[src/rtl/izh_pkg.sv]
// Shared types and constants for the Izhikevich neuron array.
// Fixed-point constants are derived from milli-unit values and the
// fractional width, so they follow any FRAC_W override.
package izh_pkg;

    typedef enum logic [1:0] {
        MODE_RS = 2'd0,
        MODE_IB = 2'd1,
        MODE_CH = 2'd2,
        MODE_FS = 2'd3
    } mode_t;

    typedef enum logic [1:0] {
        ST_IDLE   = 2'd0,
        ST_UPDATE = 2'd1,
        ST_DONE   = 2'd2
    } state_t;

    typedef struct packed {
        logic [3:0] a_sh;
        logic [3:0] b_sh;
        int         c;
        int         d;
    } mode_prm_t;

    localparam int VPEAK_M = 300;
    localparam int C14_M   = 1400;
    localparam int V_RST_M = -700;
    localparam int U_RST_M = -200;

    // milli-units to fixed point, truncating toward zero
    function automatic int fx(input int milli, input int frac_w);
        return int'((longint'(milli) <<< frac_w) / 64'sd1000);
    endfunction

    function automatic mode_prm_t izh_preset(input mode_t m, input int frac_w);
        mode_prm_t p;
        p = '{a_sh: 4'd6, b_sh: 4'd2, c: fx(-700, frac_w), d: fx(200, frac_w)};
        case (m)
            MODE_IB: p = '{a_sh: 4'd6, b_sh: 4'd2, c: fx(-550, frac_w), d: fx(100, frac_w)};
            MODE_CH: p = '{a_sh: 4'd6, b_sh: 4'd2, c: fx(-500, frac_w), d: fx(50, frac_w)};
            MODE_FS: p = '{a_sh: 4'd3, b_sh: 4'd1, c: fx(-700, frac_w), d: fx(50, frac_w)};
            default: ;
        endcase
        return p;
    endfunction

endpackage

[src/rtl/izh_mult.sv]
// Signed fixed-point multiply: full product shifted right by FRAC_W,
// truncated back to DATA_W.
module izh_mult #(
    parameter int DATA_W = 18,
    parameter int FRAC_W = 16
) (
    input  logic signed [DATA_W-1:0] a,
    input  logic signed [DATA_W-1:0] b,
    output logic signed [DATA_W-1:0] p
);

    logic signed [2*DATA_W-1:0] full;

    // full-width product, then rescale
    always_comb begin
        full = a * b;
        p    = DATA_W'(full >>> FRAC_W);
    end

endmodule

[src/rtl/izh_neuron_array.sv]
// Time-multiplexed array of Izhikevich neurons sharing one update datapath.
// Optional macro IZH_SAT_EN: saturate v_new, u_new and u+D instead of wrapping.
module izh_neuron_array
    import izh_pkg::*;
#(
    parameter  int NUM_NEURONS = 4,
    parameter  int DATA_W      = 18,
    parameter  int FRAC_W      = 16,
    localparam int IDX_W       = $clog2(NUM_NEURONS)
) (
    input  logic                     clk,
    input  logic                     rst_n,
    input  logic                     en,
    input  logic                     start,
    input  logic                     wr_en,
    input  logic                     wr_sel,
    input  logic [IDX_W-1:0]         wr_idx,
    input  logic [7:0]               wr_data,
    input  logic [IDX_W-1:0]         rd_idx,
    output logic signed [DATA_W-1:0] v_rd,
    output logic                     busy,
    output logic                     done,
    output logic [NUM_NEURONS-1:0]   spike
);

    localparam logic signed [DATA_W-1:0] VPEAK_Q = DATA_W'(fx(VPEAK_M, FRAC_W));
    localparam logic signed [DATA_W-1:0] C14_Q   = DATA_W'(fx(C14_M, FRAC_W) >>> 2);
    localparam logic signed [DATA_W-1:0] V_RST_Q = DATA_W'(fx(V_RST_M, FRAC_W));
    localparam logic signed [DATA_W-1:0] U_RST_Q = DATA_W'(fx(U_RST_M, FRAC_W));

    logic signed [DATA_W-1:0] v_mem   [NUM_NEURONS];
    logic signed [DATA_W-1:0] u_mem   [NUM_NEURONS];
    logic signed [7:0]        cur_mem [NUM_NEURONS];
    mode_t                    mode_mem[NUM_NEURONS];

    state_t                   state;
    logic [IDX_W-1:0]         idx;
    logic [NUM_NEURONS-1:0]   pending;

    mode_prm_t                prm;
    logic signed [DATA_W-1:0] v_cur, u_cur, i_cur, vsq, sum, du_diff, du;
    logic signed [DATA_W-1:0] v_next, u_next;
    logic                     fire;
    logic [NUM_NEURONS-1:0]   fire_vec;

    function automatic logic signed [DATA_W-1:0] add_fit(
        input logic signed [DATA_W-1:0] a,
        input logic signed [DATA_W-1:0] b
    );
`ifdef IZH_SAT_EN
        logic [DATA_W:0] s;
        s = {a[DATA_W-1], a} + {b[DATA_W-1], b};
        if (s[DATA_W] != s[DATA_W-1])
            return s[DATA_W] ? {1'b1, {(DATA_W-1){1'b0}}} : {1'b0, {(DATA_W-1){1'b1}}};
        return s[DATA_W-1:0];
`else
        return a + b;
`endif
    endfunction

    izh_mult #(.DATA_W(DATA_W), .FRAC_W(FRAC_W)) u_mult (
        .a (v_cur),
        .b (v_cur),
        .p (vsq)
    );

    // Euler step of the neuron currently selected by idx
    always_comb begin
        prm      = izh_preset(mode_mem[idx], FRAC_W);
        v_cur    = v_mem[idx];
        u_cur    = u_mem[idx];
        i_cur    = {cur_mem[idx], {(DATA_W-8){1'b0}}};
        sum      = vsq + v_cur + (v_cur >>> 2) + C14_Q - (u_cur >>> 2) + (i_cur >>> 2);
        du_diff  = (v_cur >>> prm.b_sh) - u_cur;
        du       = (du_diff >>> prm.a_sh) >>> 4;
        fire     = v_cur > VPEAK_Q;
        v_next   = fire ? DATA_W'(prm.c) : add_fit(v_cur, sum >>> 2);
        u_next   = fire ? add_fit(u_cur, DATA_W'(prm.d)) : add_fit(u_cur, du);
        fire_vec = '0;
        fire_vec[idx] = fire;
    end

    // sweep FSM and neuron state; spike is loaded together with done
    always_ff @(posedge clk) begin
        if (!rst_n) begin
            state   <= ST_IDLE;
            idx     <= '0;
            busy    <= 1'b0;
            done    <= 1'b0;
            spike   <= '0;
            pending <= '0;
            for (int unsigned i = 0; i < NUM_NEURONS; i++) begin
                v_mem[i] <= V_RST_Q;
                u_mem[i] <= U_RST_Q;
            end
        end else if (en) begin
            done <= 1'b0;
            case (state)
                ST_IDLE: begin
                    if (start) begin
                        state <= ST_UPDATE;
                        idx   <= '0;
                        busy  <= 1'b1;
                    end
                end
                ST_UPDATE: begin
                    v_mem[idx] <= v_next;
                    u_mem[idx] <= u_next;
                    if (idx == IDX_W'(NUM_NEURONS - 1)) begin
                        state   <= ST_DONE;
                        busy    <= 1'b0;
                        done    <= 1'b1;
                        spike   <= pending | fire_vec;
                        pending <= '0;
                    end else begin
                        pending <= pending | fire_vec;
                        idx     <= idx + 1'b1;
                    end
                end
                ST_DONE: state <= ST_IDLE;
                default: state <= ST_IDLE;
            endcase
        end
    end

    // host configuration writes, independent of en and FSM state
    always_ff @(posedge clk) begin
        if (!rst_n) begin
            for (int unsigned i = 0; i < NUM_NEURONS; i++) begin
                cur_mem[i]  <= '0;
                mode_mem[i] <= MODE_RS;
            end
        end else if (wr_en && (int'(wr_idx) < NUM_NEURONS)) begin
            if (wr_sel)
                mode_mem[wr_idx] <= mode_t'(wr_data[1:0]);
            else
                cur_mem[wr_idx] <= wr_data;
        end
    end

    // registered readback of the selected neuron's v
    always_ff @(posedge clk) begin
        if (!rst_n)
            v_rd <= '0;
        else if (int'(rd_idx) < NUM_NEURONS)
            v_rd <= v_mem[rd_idx];
    end

endmodule

[config.mk]
export PLATFORM = sky130hd
export DESIGN_NAME = izh_neuron_array
export DESIGN_NICKNAME = d
export VERILOG_FILES = /design/src/rtl/izh_pkg.sv /design/src/rtl/izh_mult.sv /design/src/rtl/izh_neuron_array.sv
export SDC_FILE = /design/constraint.sdc
export NUM_CORES = 1
export LEC_CHECK = 0
export ABC_AREA = 1
export CAP_MARGIN = 20
export CORE_AREA = 2 2 294 296
export DETAILED_ROUTE_END_ITERATION = 12
export DIE_AREA = 0 0 296 298
export SYNTH_ARGS = -nofsm -noshare
export SYNTH_HDL_FRONTEND = slang
export SYNTH_SLANG_ARGS = --single-unit
[constraint.sdc]
create_clock -name clk -period 27.5 [get_ports clk]
set_clock_uncertainty 0.05 [all_clocks]
set_input_delay 6.875 -clock clk [delete_from_list [all_inputs] [get_ports clk]]
set_output_delay 6.875 -clock clk [all_outputs]
set_load 0.005 [all_outputs]
==> flow_summary.toml <==
[cts]
clk_latency_ps = 550
hold_buffers = 0
htreeDepth = 1
post_cts_buffers = 0
cts_num_sinks = 218
cts_tree = "built"
cts_resized = 0
ctsLongestPathBuffers = 3
cts_root_buffer = "clkbuf_16"
cts_buffers = 25
clk_pin_slew_ps = 60

[detailed_routing]
drc = 0
drtIter0Drc = 1470
routed_wirelength_mm = 69.0
vias_per_cell = 4.72
via_count = 19800
wire_per_inst_um = 16.4
m1WireLength_mm = 30.1
highest_layer = "met4"
first_pass_iters = 5
wl_met2_mm = 33.2
met3_length_mm = 4.07
antenna_left = 0

[timing]
tns_ps = 0
fmax_mhz = 75.0
tightestPinTransition_ps = 1120
rsz0062_at_grt = "false"
setup-violations-final = 0
post-route-period-util = 0.485
min_period_ps = 13330
slew_headroom = 0.251
whs_ps = 394
hold_violations = 0
finalMaxSlewViolations = 0

[die]
core-area_um2 = 84900
io-pin-count = 42
die_h_um = 298
start_util = 0.299
rows = 107
die_area_um2 = 88200
die_w_um = 296

[synthesis]
synth_area_um2 = 25300
synth_edf_count = 184
synth_area_per_cell_um2 = 8.36
ys_warn_count = 0
yosys.cell_types.count = 52
syn_nets = 3566
netlist_instances = 3031
synth_async_sr_flop_share = 0
ys_seq_area_frac = 0.245
ys_ff_latch = 218
ys.flop_type = "edfxtp_1"

[critical_path]
cp.arrival_ps = 13560
crit_buf_inv = 11
crit_required_ps = 27730
cp_common_cell = "nand2_1"
path_class = "flop to flop"
cpPeakStageDelay_ps = 740
cp_max_fo = 50
cp-start-kind = "flop"
critPathSlowestCell = "nand2_1"
path_delay_family = "adder cells"
end_kind = "flop"

[global_route]
first_global_vias = 19800
grt_antenna_before_repair = 0
grt_pass1_wl_mm = 110
grt_overflow = 0
track_usage = 0.158
grt_max_degree = 55

[placed_design]
io_buffers = 41
gp_congestion = 0.919
dp_hpwl_mm = 53.2

[final_layout]
drive_above_1_share = 0.0444
nNetsFinal = 3578
insertedDiodeCount = 0
layout.cells.most_common = "inv_1"
area_growth_pct = 10.3
final_cell_mix = "inv_1, nand2_1, fa_1, nor2_1, ha_1"

[job]
drv_cap = 0

[status]
status = "completed"

[min_path]
min_path_type = "flop to flop"
[worst paths after layout]
path,startpoint,end,slack (ps),cells past startpoint
worst max register to register,flop,v_mem[0][17]$_SDFFCE_PN1P_,14170,55
worst max-delay path,flop,v_mem[0][17]$_SDFFCE_PN1P_,14170,55
worst min register to register,pending[3]$_SDFFE_PN0P_,pending[3]$_SDFFE_PN0P_,390,2
worst min-delay path,pending[3]$_SDFFE_PN0P_,pending[3]$_SDFFE_PN0P_,390,2
[state kept, by name, summed over array words and instances (netlist names), named ones only]
signal / flops
u_mem: 72
v_mem: 72
cur_mem: 32
v_rd: 18
mode_mem: 8
pending: 4
spike: 4
idx: 2
state: 2
busy: 1
done: 1
[cell type report]
type,instances,area (um2)
Inverter,673,2530
Fill cell,8947,56900
Clock buffer,38,737
Sequential cell,218,6210
Clock inverter,6,92.6
Multi-Input combinational cell,2049,16200
Timing Repair Buffer,76,711
Tap cell,1144,1430
[synth_stat cells (all sizes together), types with 2 or more instances]
cell	number	area (um2)
o22ai	4	25.0
clkinv	7	26.3
nor2	320	1240
o211ai	32	260
a21boi	3	22.5
edfxtp	184	5530
nand3	96	490
nand4	11	68.8
a31oi	7	43.8
inv	666	2500
o21a	4	30.0
clkbuf	56	210
a32oi	18	158
nand3b	8	63.8
o31ai	5	37.5
buf	35	185
a21oi	181	906
a211oi	11	82.6
a221oi	2	17.5
xnor2	26	228
nand2	565	2150
ha	188	2350
nor3	23	115
a21o	12	90.1
o21bai	4	30.0
a32o	4	40.0
xor2	40	358
fa	329	6590
or2	15	96.4
dfxtp	34	681
o21ai	135	676
[worst register-to-register path: cells and delay by family (launching register included)]
kind | cells | cell delay [ps]
flops | 1 | 310
buf+inv | 11 | 1920
simple gates | 23 | 3450
xor+xnor | 2 | 610
fa+ha+maj | 12 | 5390
compound gates | 7 | 1340
[kinds of logic after synthesis]
family          count (synthesis)  synth area share
flops                         218             0.245
xor+xnor                       66            0.0231
buf+inv                       764             0.115
fa+ha+maj                     517             0.353
compound gates                425            0.0965
simple gates                 1041             0.167
[per-layer routing]
layer  up-vias  track usage
met5         -            0
met4         0       0.0393
met3        93       0.0196
met2       537        0.267
met1      9716        0.215
li1       9476            -
[stage by stage]
step | area (um2) | cells | util | setup slack, ps
after global routing | 27900 | 4204 | 0.329 | 13170
after CTS | 27900 | 4203 | 0.329 | 14260
after detailed placement | 27100 | 4159 | 0.319 | 14300
final | 27900 | 4204 | 0.329 | 14170
after global placement | 27000 | 4157 | 0.319 | 14400
after floorplan | 25300 | 3031 | - | 16810
Power is left out: the tool's default activity adds up to more than one toggle a clock period on the data nets, which glitch-free logic cannot reach.
